[src/rtl/pipe_stage_reg.sv]
`default_nettype none
// ============================================================================
// Module  : pipe_stage_reg
// Brief   : Inter-stage pipeline register with valid/ready, optional skid
//           entry, synchronous flush and saturating flushed-entry counter.
// Revision: 1.0
// ============================================================================
module pipe_stage_reg #(
    parameter int CTRL_W     = 4,
    parameter int DATA_W     = 32,
    parameter int SKID       = 1,
    parameter int CLEAR_DATA = 1,
    parameter int CNT_W      = 16
) (
    input  logic              clk,
    input  logic              rst_n,
    input  logic              in_valid,
    output logic              in_ready,
    input  logic [CTRL_W-1:0] in_ctrl,
    input  logic [DATA_W-1:0] in_data,
    input  logic              flush,
    output logic              out_valid,
    input  logic              out_ready,
    output logic [CTRL_W-1:0] out_ctrl,
    output logic [DATA_W-1:0] out_data,
    output logic [1:0]        occupancy,
    output logic [CNT_W-1:0]  flush_cnt
);

    typedef enum logic [1:0] {
        EMPTY = 2'd0,
        ONE   = 2'd1,
        TWO   = 2'd2
    } state_t;

    localparam logic [CNT_W+1:0] CNT_MAX = {2'b00, {CNT_W{1'b1}}};

    state_t            state;
    logic [CTRL_W-1:0] head_ctrl;
    logic [DATA_W-1:0] head_data;
    logic [CTRL_W-1:0] skid_ctrl;
    logic [DATA_W-1:0] skid_data;

    logic              accept;
    logic              emit;
    logic [1:0]        drop;
    logic [CNT_W+1:0]  cnt_sum;
    logic [CNT_W-1:0]  cnt_next;

    // The skid variant keeps out_ready off the in_ready path entirely.
    generate
        if (SKID != 0) begin : g_skid_ready
            assign in_ready = !flush && (state != TWO);
        end else begin : g_direct_ready
            assign in_ready = !flush && (!out_valid || out_ready);
        end
    endgenerate

    assign accept    = in_valid && in_ready;
    assign emit      = out_valid && out_ready;
    assign out_ctrl  = head_ctrl;
    assign out_data  = head_data;

    // An entry emitted in the flush cycle was delivered, so it is not counted.
    assign drop     = occupancy - {1'b0, emit};
    assign cnt_sum  = {2'b00, flush_cnt} + {{CNT_W{1'b0}}, drop};
    assign cnt_next = (cnt_sum > CNT_MAX) ? CNT_MAX[CNT_W-1:0] : cnt_sum[CNT_W-1:0];

    always_ff @(posedge clk or negedge rst_n) begin
        if (!rst_n) begin
            state     <= EMPTY;
            out_valid <= 1'b0;
            occupancy <= 2'd0;
            head_ctrl <= '0;
            head_data <= '0;
            skid_ctrl <= '0;
            skid_data <= '0;
            flush_cnt <= '0;
        end else if (flush) begin
            state     <= EMPTY;
            out_valid <= 1'b0;
            occupancy <= 2'd0;
            head_ctrl <= '0;
            skid_ctrl <= '0;
            flush_cnt <= cnt_next;
            if (CLEAR_DATA != 0) begin
                head_data <= '0;
                skid_data <= '0;
            end
        end else begin
            case (state)
                EMPTY: begin
                    if (accept) begin
                        head_ctrl <= in_ctrl;
                        head_data <= in_data;
                        state     <= ONE;
                        out_valid <= 1'b1;
                        occupancy <= 2'd1;
                    end
                end
                ONE: begin
                    if (accept && emit) begin
                        head_ctrl <= in_ctrl;
                        head_data <= in_data;
                    end else if (accept && (SKID != 0)) begin
                        skid_ctrl <= in_ctrl;
                        skid_data <= in_data;
                        state     <= TWO;
                        occupancy <= 2'd2;
                    end else if (emit) begin
                        state     <= EMPTY;
                        out_valid <= 1'b0;
                        occupancy <= 2'd0;
                    end
                end
                TWO: begin
                    if (emit) begin
                        head_ctrl <= skid_ctrl;
                        head_data <= skid_data;
                        state     <= ONE;
                        occupancy <= 2'd1;
                    end
                end
                default: begin
                    state     <= EMPTY;
                    out_valid <= 1'b0;
                    occupancy <= 2'd0;
                end
            endcase
        end
    end

endmodule
`default_nettype wire

[config.mk]
export PLATFORM = sky130hd
export DESIGN_NAME = pipe_stage_reg
export DESIGN_NICKNAME = d
export VERILOG_FILES = /design/src/rtl/pipe_stage_reg.sv
export SDC_FILE = /design/constraint.sdc
export NUM_CORES = 1
export LEC_CHECK = 0
export BUFFER_PORTS_ARGS = -buffer_cell sky130_fd_sc_hd__buf_4
export CAP_MARGIN = 20
export CORE_AREA = 2 2 102 104
export CTS_CLUSTER_DIAMETER = 120
export DETAILED_ROUTE_END_ITERATION = 16
export DIE_AREA = 0 0 104 106
export GPL_TIMING_DRIVEN = 0
export HOLD_SLACK_MARGIN = 0.15
export MAX_ROUTING_LAYER = met4
export PLACE_DENSITY = 0.74
export SLEW_MARGIN = 20
export SYNTH_ARGS = -nofsm -noshare
export SYNTH_HDL_FRONTEND = slang
export SYNTH_SLANG_ARGS = --single-unit
[constraint.sdc]
create_clock -name clk -period 3.2 [get_ports clk]
set_clock_uncertainty 0.15 [all_clocks]
set_input_delay 0.16 -clock clk [delete_from_list [all_inputs] [get_ports clk]]
set_output_delay 0.16 -clock clk [all_outputs]
set_load 0.03 [all_outputs]
### Word level (Yosys, flattened, before mapping)

Cells that the tools add are included.

* register bits: 91

* $add $sub $neg: 2
* magnitude comparators: 1
* equal/unequal tests: 12
* mux-type cells: 30
* reductions and logical operators: 13

Operators with widths (number)
* $mux W32: 7
* $pmux W32 S3: 1
* $mux W4: 7
* $ne A3 B3 Y1 const B: 6
* $add A16 B2 Y17: 1
* $gt A17 B16 Y1 const B: 1
* $mux W16: 1
* $mux W2: 6
* $pmux W4 S3: 1
* $reduce_and A4 Y1: 2
* $ne A2 B2 Y1 const B: 3
* $pmux W2 S3: 1
* $mux W1: 5
* $reduce_and A5 Y1: 1
* $logic_and A1 B1 Y1: 4
* $ne A4 B4 Y1 const B: 1
* $reduce_bool A2 Y1: 2
* $reduce_bool A4 Y1: 1
* $pmux W1 S3: 1
* $reduce_and A3 Y1: 1
* $eq A2 B1 Y1 const B: 1
* $eq A2 B2 Y1 const B: 1
* $logic_not A2 Y1: 1
* $sub A2 B1 Y2: 1
* $logic_not A1 Y1: 1

### Depth between registers and ports, before layout

Gate-level depths: netlist (run 1).

* depth after elaboration: 7
* depth in mapped cells: 11

### Worst setup path before layout (run 1)

No wires, ideal clock.

* path kind: reg2reg
* start point: register, netlist name state[0]
* end point: register flush_cnt[12]
* library setup time: 125 ps
* arrival time: 2549 ps
* data required time: 2925 ps
* slack: 376 ps
* cell stages (with the launch flop): 11
* buffers on the path: 0
* period minus slack after synthesis: 2824 ps
* cells stage by stage: dfrtp_1 -> inv_1 -> ha_1 -> inv_1 -> ha_1 -> inv_1 -> fa_1 -> and3b_1 -> and2_1 -> nand3_1 -> mux2_2

RTL lines
* end signal, assigned: line 85 `flush_cnt <= cnt_next;`
* end, declared: line 27 `output logic [CNT_W-1:0] flush_cnt`

==> qor.yml, run 1 <==
grt:
  grt_pass1_vias: 3461
  antenna_found_initial: 0
  grt_util_met1: 0.261
  top_usage_layer: "met2"
  grt_max_degree: 92
  grt_overflow_total: 0
  met2_usage: 0.320
  use_met3: 0.0264
  grt_pass1_wl_mm: 17.2
  track_usage: 0.200
setup_path:
  r2r_cells: 10
  cp_common_cell: "inv_1"
  path_max_fanout: 6
  startpoint_type: "register"
  path_buf_inv: 3
  r2r-start: "state[0]"
  critical_path_depth: 10
  worstReg2RegEnd: "flush_cnt[12]"
  worstPathArrival_ns: 3.00
  end_kind: "register"
  crit_path_cell_trace: "inv_1 -> ha_1 -> inv_1 -> ha_1 -> inv_1 -> fa_1 -> and3b_1 -> and2_1 -> nand3_1 -> mux2_2"
  worstSetupPathType: "register to register"
  critPathRequiredTime_ns: 3.29
  critPathTopFamily: "adder cells"
  cp_slowest_stage_delay_ns: 0.51
  reg2reg_slack_ns: 0.29
  cp_slowest_cell: "dfrtp_1"
cts:
  cts_root_buf: "clkbuf_8"
  cts_tree: "built"
  path_clk_slew_ns: 0.08
  htree_levels: 3
  post_cts_buffers: 0
  cts_buffer_depth: 2
  cts_sinks: 91
  clock_latency_ns: 0.35
  cts_inserted_buffers: 9
timing:
  period_minus_slack_ns: 2.91
  hold_viol: 0
  final_max_slew_viol_count: 0
  fmax_ghz: 0.343
  setup_viol: 0
  worst_pin_slew_ns: 0.830
  rsz0062_at_grt: "no"
  period_share: 0.911
  setup-tns-final_ns: 0
  whs_ns: 0.197
  slew-limit-headroom: 0.446
synthesis:
  async_reset_ff_frac: 1.00
  yosys_warnings: 0
  yosysTopAreaCellShare: 0.523
  synth_nets: 438
  ys_top_cells_by_count: "dfrtp_1, nand2_1, nand2b_1"
  synth_edf_count: 0
  synth_area_leaders: "dfrtp_1, mux2_2, a22o_1, nand2b_1, nand2_1"
  synth_cells: 393
  synth-main-ff-cell: "dfrtp_1"
  yosysTopAreaCell: "dfrtp_1"
  syn_area_um2: 4350
  ys_seq_area_frac: 0.523
  ys_seq_elements: 91
  synth.distinct_cells: 42
  syn_avg_cell_area_um2: 11.1
  yosys.cell_count.top_type: "dfrtp_1"
power_and_ir_drop:
  vdd_drop_max_v: 0.000307
  pwr-share-clk: 0.258
  cellPowerDensity_nw_per_um2: 518
  leakagePower_nw: 2.81
  seq_power_share: 0.461
  internal-power_mw: 2.05
  sw_frac_of_total: 0.325
  p_switching_mw: 0.984
  combPwrFrac: 0.281
placed_design:
  dp_hpwl_mm: 6.74
  place_congestion: 0.787
  port_buffers: 96
routing:
  drt-total-wl_mm: 10.4
  vias: 3462
  ant_nets: 0
  vias_per_cell: 5.08
  drt_iter0_markers: 110
  first_pass_iters: 4
  wl_per_cell_um: 15.2
  drc: 0
final_layout:
  multi_input_area_um2: 1910
  n_antenna_cell: 0
  drive_gt1_frac: 0.313
  fin_nets: 586
  syn_to_final_growth_pct: 34.4
  register_area_um2: 2280
  n_fill_cell: 877
min_path:
  min_to: "flush_cnt[2]"
  hp-class: "input pin to register"
  hp-start: "flush"
  whs_path_depth: 3
floorplan:
  start_util: 0.435
  dieWidth_um: 104
  io_pins: 97
  num_rows: 37
  die-area_um2: 11000
  chipHeight_um: 106
  core_um2: 10000
run:
  drv_cap: 0
outcome:
  status: "finished, final reports clean"
-- stage by stage --
stage / area, um^2 / instances / util / total power [mW] / worst slack [ns]
after CTS: 5850 / 682 / 0.585 / 3.06 / 0.305
after detailed placement: 5250 / 625 / 0.525 / 2.24 / 0.339
after global routing: 5850 / 682 / 0.585 / 3.19 / 0.0835
after floorplan: 4350 / 393 / - / 1.92 / 0.376
after global placement: 5240 / 625 / 0.524 / 2.21 / 0.355
final: 5850 / 682 / 0.585 / 3.03 / 0.286
-- worst min-delay path, delay by kind of cell --
kind | cells | cell delay [ns]
and+or+nand+nor | 1 | 0.27
AOI/OAI and AO/OA | 1 | 0.10
buffers and inverters | 1 | 0.12
-- sequential cells by signal, summed over array words and instances, names as in the netlist --
name and cells:
out_data 32, skid_data 32, skid_ctrl 4, state 2
flush_cnt 16, out_ctrl 4, out_valid 1
-- cells by family after synthesis --
| logic type | Yosys count | share of synthesized area |
|---|---|---|
| adder cells (fa/ha/maj) | 4 | 0.0132 |
| multiplexers | 43 | 0.119 |
| AND/OR/NAND/NOR | 127 | 0.155 |
| XOR/XNOR | 1 | 0.00201 |
| flip-flops | 91 | 0.523 |
| buffers and inverters | 31 | 0.0374 |
| AO/OA/AOI/OAI | 96 | 0.150 |
-- cell type report --
class | instances | share of cell area
tap | 136 | 0.0291
inverter | 8 | 0.00513
buffer | 23 | 0.0227
timing repair buffer | 137 | 0.194
multi-input combinational | 271 | 0.327
sequential | 91 | 0.389
clock inverter | 5 | 0.00898
clock buffer | 11 | 0.0242
-- worst max-delay path by stage --
stage	endpoint	start
final	flush_cnt[12]	state[0]
after CTS	flush_cnt[12]	state[0]
after global placement	flush_cnt[12]	state[0]
after floorplan	flush_cnt[12]	state[0]
after global routing	flush_cnt[12]	state[0]
after detailed placement	flush_cnt[3]	state[0]
-- layout by cell type, fill, tap and decap left out, drive strengths merged --
cell type and instances:
buf 108, dfrtp 91, nand2 52, dlygate4sd3 41
mux2 41, nand2b 37, o21ai 37, a22o 36
clkbuf 22, a21oi 11, inv 8, nand3 8
nor2 8, a31oi 7, and3 4, nor2b 4
nand4 3, nor3 3, ha 3, clkinv 3
and4b 2, and4 2, o21a 2, mux2i 2
xor2 1, and3b 1, or3 1, a21o 1
and2 1, nor3b 1, o211a 1, a2bb2oi 1
fa 1, bufinv 1, clkinvlp 1
-- power by group through the flow --
stage / combinational, mW / sequential (mW) / clock (mW)
finish: 0.853 / 1.40 / 0.782
global route: 0.924 / 1.42 / 0.846
CTS: 0.860 / 1.40 / 0.803
detailed placement: 0.817 / 1.42 / 0
global placement: 0.802 / 1.41 / 0
floorplan: 0.324 / 1.59 / 0
-- layer usage --
layer,vias up,share of wire
met1,1688,0.46
met2,80,0.48
met5,-,0
met3,15,0.039
li1,1679,-
met4,0,0.017
-- repair_timing --
item	CTS	global route
gates resized for setup	0	0
hold buffers	41	0
endpoints found under the hold margin	166	0
setup endpoints to repair	0	0
Note: power is estimated with default switching activity, not from simulation.
==> run 2, diff against run 1 <==
--- a/config.mk
+++ b/config.mk
@@ -5,12 +5,13 @@
 export SDC_FILE = /design/constraint.sdc
 export NUM_CORES = 1
 export LEC_CHECK = 0
+export ABC_AREA = 1
 export BUFFER_PORTS_ARGS = -buffer_cell sky130_fd_sc_hd__buf_4
 export CAP_MARGIN = 20
-export CORE_AREA = 2 2 102 104
+export CORE_AREA = 2 2 105 107
 export CTS_CLUSTER_DIAMETER = 120
 export DETAILED_ROUTE_END_ITERATION = 16
-export DIE_AREA = 0 0 104 106
+export DIE_AREA = 0 0 107 109
 export GPL_TIMING_DRIVEN = 0
 export HOLD_SLACK_MARGIN = 0.15
 export MAX_ROUTING_LAYER = met4
==> qor.yml, run 2 <==
synthesis:
  yosys.cell_count.top_type: "nand2_1"  # was dfrtp_1
  yosysTopAreaCell: "dfrtp_1"  # unchanged
  yosysTopAreaCellShare: 0.492  # was 0.523
  async_reset_ff_frac: 1.00  # unchanged
  synth_area_leaders: "dfrtp_1, nand2_1, nand3_1, nor2_1, buf_2"  # was dfrtp_1, mux2_2, a22o_1, nand2b_1, nand2_1
  synth_edf_count: 0  # unchanged
  ys_seq_area_frac: 0.492  # was 0.523
  ys_top_cells_by_count: "nand2_1, nand3_1, dfrtp_1"  # was dfrtp_1, nand2_1, nand2b_1
  ys_seq_elements: 91  # unchanged
  syn_avg_cell_area_um2: 7.40  # was 11.1 um^2
  syn_area_um2: 4630  # was 4350 um^2
  synth_nets: 671  # was 438
  synth.distinct_cells: 23  # was 42
  yosys_warnings: 0  # unchanged
  synth_cells: 626  # was 393
  synth-main-ff-cell: "dfrtp_1"  # unchanged
timing:
  setup-tns-final_ns: 0  # unchanged
  period_minus_slack_ns: 3.02  # was 2.91 ns
  period_share: 0.943  # was 0.911
  slew-limit-headroom: 0.446  # about the same
  final_max_slew_viol_count: 0  # unchanged
  fmax_ghz: 0.331  # was 0.343 GHz
  worst_pin_slew_ns: 0.831  # was 0.830 ns
  finalWorstSetupSlack_ns: 0.183  # was 0.286 ns
  rsz0062_at_grt: "no"  # unchanged
  setup_viol: 0  # unchanged
  hold_viol: 0  # unchanged
final_layout:
  utilization: 0.578  # was 0.585
  syn_to_final_growth_pct: 32.2  # was 34.4%
  final_common_cell: "nand2_1"  # was buf_4
  stdcell_area_um2: 6120  # was 5850 um^2
  drive_gt1_frac: 0.179  # was 0.313
  fin_nets: 816  # was 586
  n_antenna_cell: 0  # unchanged
  final_cell_mix: "nand2_1, nand3_1, buf_4, dfrtp_1, dlygate4sd3_1"  # was buf_4, dfrtp_1, nand2_1, dlygate4sd3_1, nand2b_1
placed_design:
  dp_slack_ns: 0.180  # was 0.339 ns
  dp_hpwl_mm: 8.74  # was 6.74 mm
  placed_area_um2: 5520  # was 5250 um^2
  place_congestion: 0.913  # was 0.787
  port_buffers: 95  # was 96
cts:
  cts_root_buf: "clkbuf_8"  # unchanged
  path_clk_slew_ns: 0.08  # about the same
  cts_buffer_depth: 2  # unchanged
  cts_tree: "built"  # unchanged
  cts_sinks: 91  # unchanged
  cts_inserted_buffers: 9  # unchanged
  htree_levels: 3  # unchanged
  clock_latency_ns: 0.37  # was 0.35 ns
  cts_resized: 0  # unchanged
grt:
  grt_pass1_wl_mm: 20.9  # was 17.2 mm
  antenna_found_initial: 0  # unchanged
  grt_max_degree: 92  # unchanged
  grt_pass1_vias: 4387  # was 3461
  track_usage: 0.233  # was 0.200
  grt_overflow_total: 0  # unchanged
setup_path:
  end_kind: "register"  # unchanged
  critPathRequiredTime_ns: 3.33  # was 3.29 ns
  path_max_fanout: 10  # was 6
  worstReg2RegEnd: "flush_cnt[12]"  # unchanged
  cp-startpoint: "out_ready"  # was state[0]
  startpoint_type: "input pin"  # was register
  r2r_cells: 11  # was 10
  reg2reg_slack_ns: 0.21  # was 0.29 ns
  worstPathArrival_ns: 3.15  # was 3.00 ns
  worstSetupPathType: "input pin to register"  # was register to register
  crit_path_end: "flush_cnt[12]"  # unchanged
  r2r-start: "out_valid"  # was state[0]
power_and_ir_drop:
  vdd_drop_max_v: 0.000272  # was 0.000307 V
  leakagePower_nw: 3.32  # was 2.81 nW
  power.total_mw: 4.05  # was 3.03 mW
  cellPowerDensity_nw_per_um2: 662  # was 518 nW/um^2
floorplan:
  dieWidth_um: 107  # was 104 um
  io_pins: 97  # unchanged
  core_um2: 10600  # was 10000 um^2
  chipHeight_um: 109  # was 106 um
  die-area_um2: 11700  # was 11000 um^2
  num_rows: 38  # was 37
  start_util: 0.437  # was 0.435
routing:
  drt-total-wl_mm: 12.9  # was 10.4 mm
  first_pass_iters: 6  # was 4
  drc: 0  # unchanged
  vias: 4736  # was 3462
  drt_iter0_markers: 329  # was 110
  ant_nets: 0  # unchanged
  vias_per_cell: 5.17  # was 5.08
  wl_per_cell_um: 14.0  # was 15.2 um
run:
  drv_cap: 0  # unchanged
min_path:
  hp-class: "input pin to async pin"  # was input pin to register
outcome:
  status: "finished, final reports clean"  # unchanged
[run 2: cell count changes after synthesis, sizes merged, moves of 4 or more]
| cell | change |
|---|---|
| nor2 | +20 |
| buf | +13 |
| a22o | -36 |
| and3 | -4 |
| nor2b | -4 |
| nand2b | -37 |
| mux2 | -41 |
| inv | +18 |
| xor2 | +4 |
| a21oi | -9 |
| nand3 | +110 |
| o21ai | -29 |
| nand2 | +237 |
[run 2: area by class of cell]
class                           instances  area, um^2
Buffer                                 36         164
Clock buffer                           12         145
Clock inverter                          4        58.8
Fill cell                             990        4480
Inverter                               26        97.6
Multi-Input combinational cell        472        2090
Sequential cell                        91        2280
Tap cell                              140         175
Timing Repair Buffer                  135        1120
[run 2: cells by family (layout without fill, tap and decap cells)]
logic type	after synthesis	after routing	share of synthesized area
and+or+nand+nor	442	442	0.397
AOI/OAI and AO/OA	18	18	0.0265
DFF	91	91	0.492
adders and majority gates	4	4	0.0124
xor gates and xnor gates	8	8	0.0151
buffers and inverters	63	213	0.0573
[run 2: how the worst min path moves through the flow]
stage | to | slack (ns) | from
6_report | out_data[8] | 0.29 | rst_n
5_1_grt | skid_data[15] | 0.36 | skid_data[15]
4_1_cts | out_data[7] | 0.32 | rst_n
3_5_place_dp | out_data[8] | 0.15 | rst_n
3_3_place_gp | skid_data[13] | 0.25 | in_data[13]
2_1_floorplan | flush_cnt[0] | -0.29 | rst_n
[run 2: worst max-delay path, stage by stage]
cell,delay [ns]
dlygate4sd3_1,0.54
buf_4,0.13
nand2_1,0.12
inv_1,0.09
ha_1,0.27
inv_1,0.06
ha_1,0.15
inv_1,0.06
fa_1,0.42
nor2_1,0.33
nand4_1,0.33
buf_2,0.30
a31oi_1,0.19
[run 2: through the flow]
step	hold WS, ns	std cells
CTS	0.321	917
finish	0.294	916
floorplan	-0.286	626
global route	0.356	916
global placement	0.249	861
detailed placement	0.152	861
[run 2: timing repair]
item,in CTS,in global routing
buffers inserted,0,0
hold endpoints to repair,168,0
hold buffers,40,0
setup endpoints to repair,0,10
[run 2: where the power goes]
part,internal [mW],switching [mW]
registers,1.39,0.207
clock network,0.392,0.424
logic,0.578,1.06
[run 2: layer usage]
metal / up-vias / wire length [um] / GRT usage
li1: 2285 / - / -
met1: 2268 / 5550 / 0.309
met2: 165 / 6480 / 0.372
met3: 18 / 597 / 0.0203
met4: 0 / 235 / 0.0965
met5: - / 0 / -
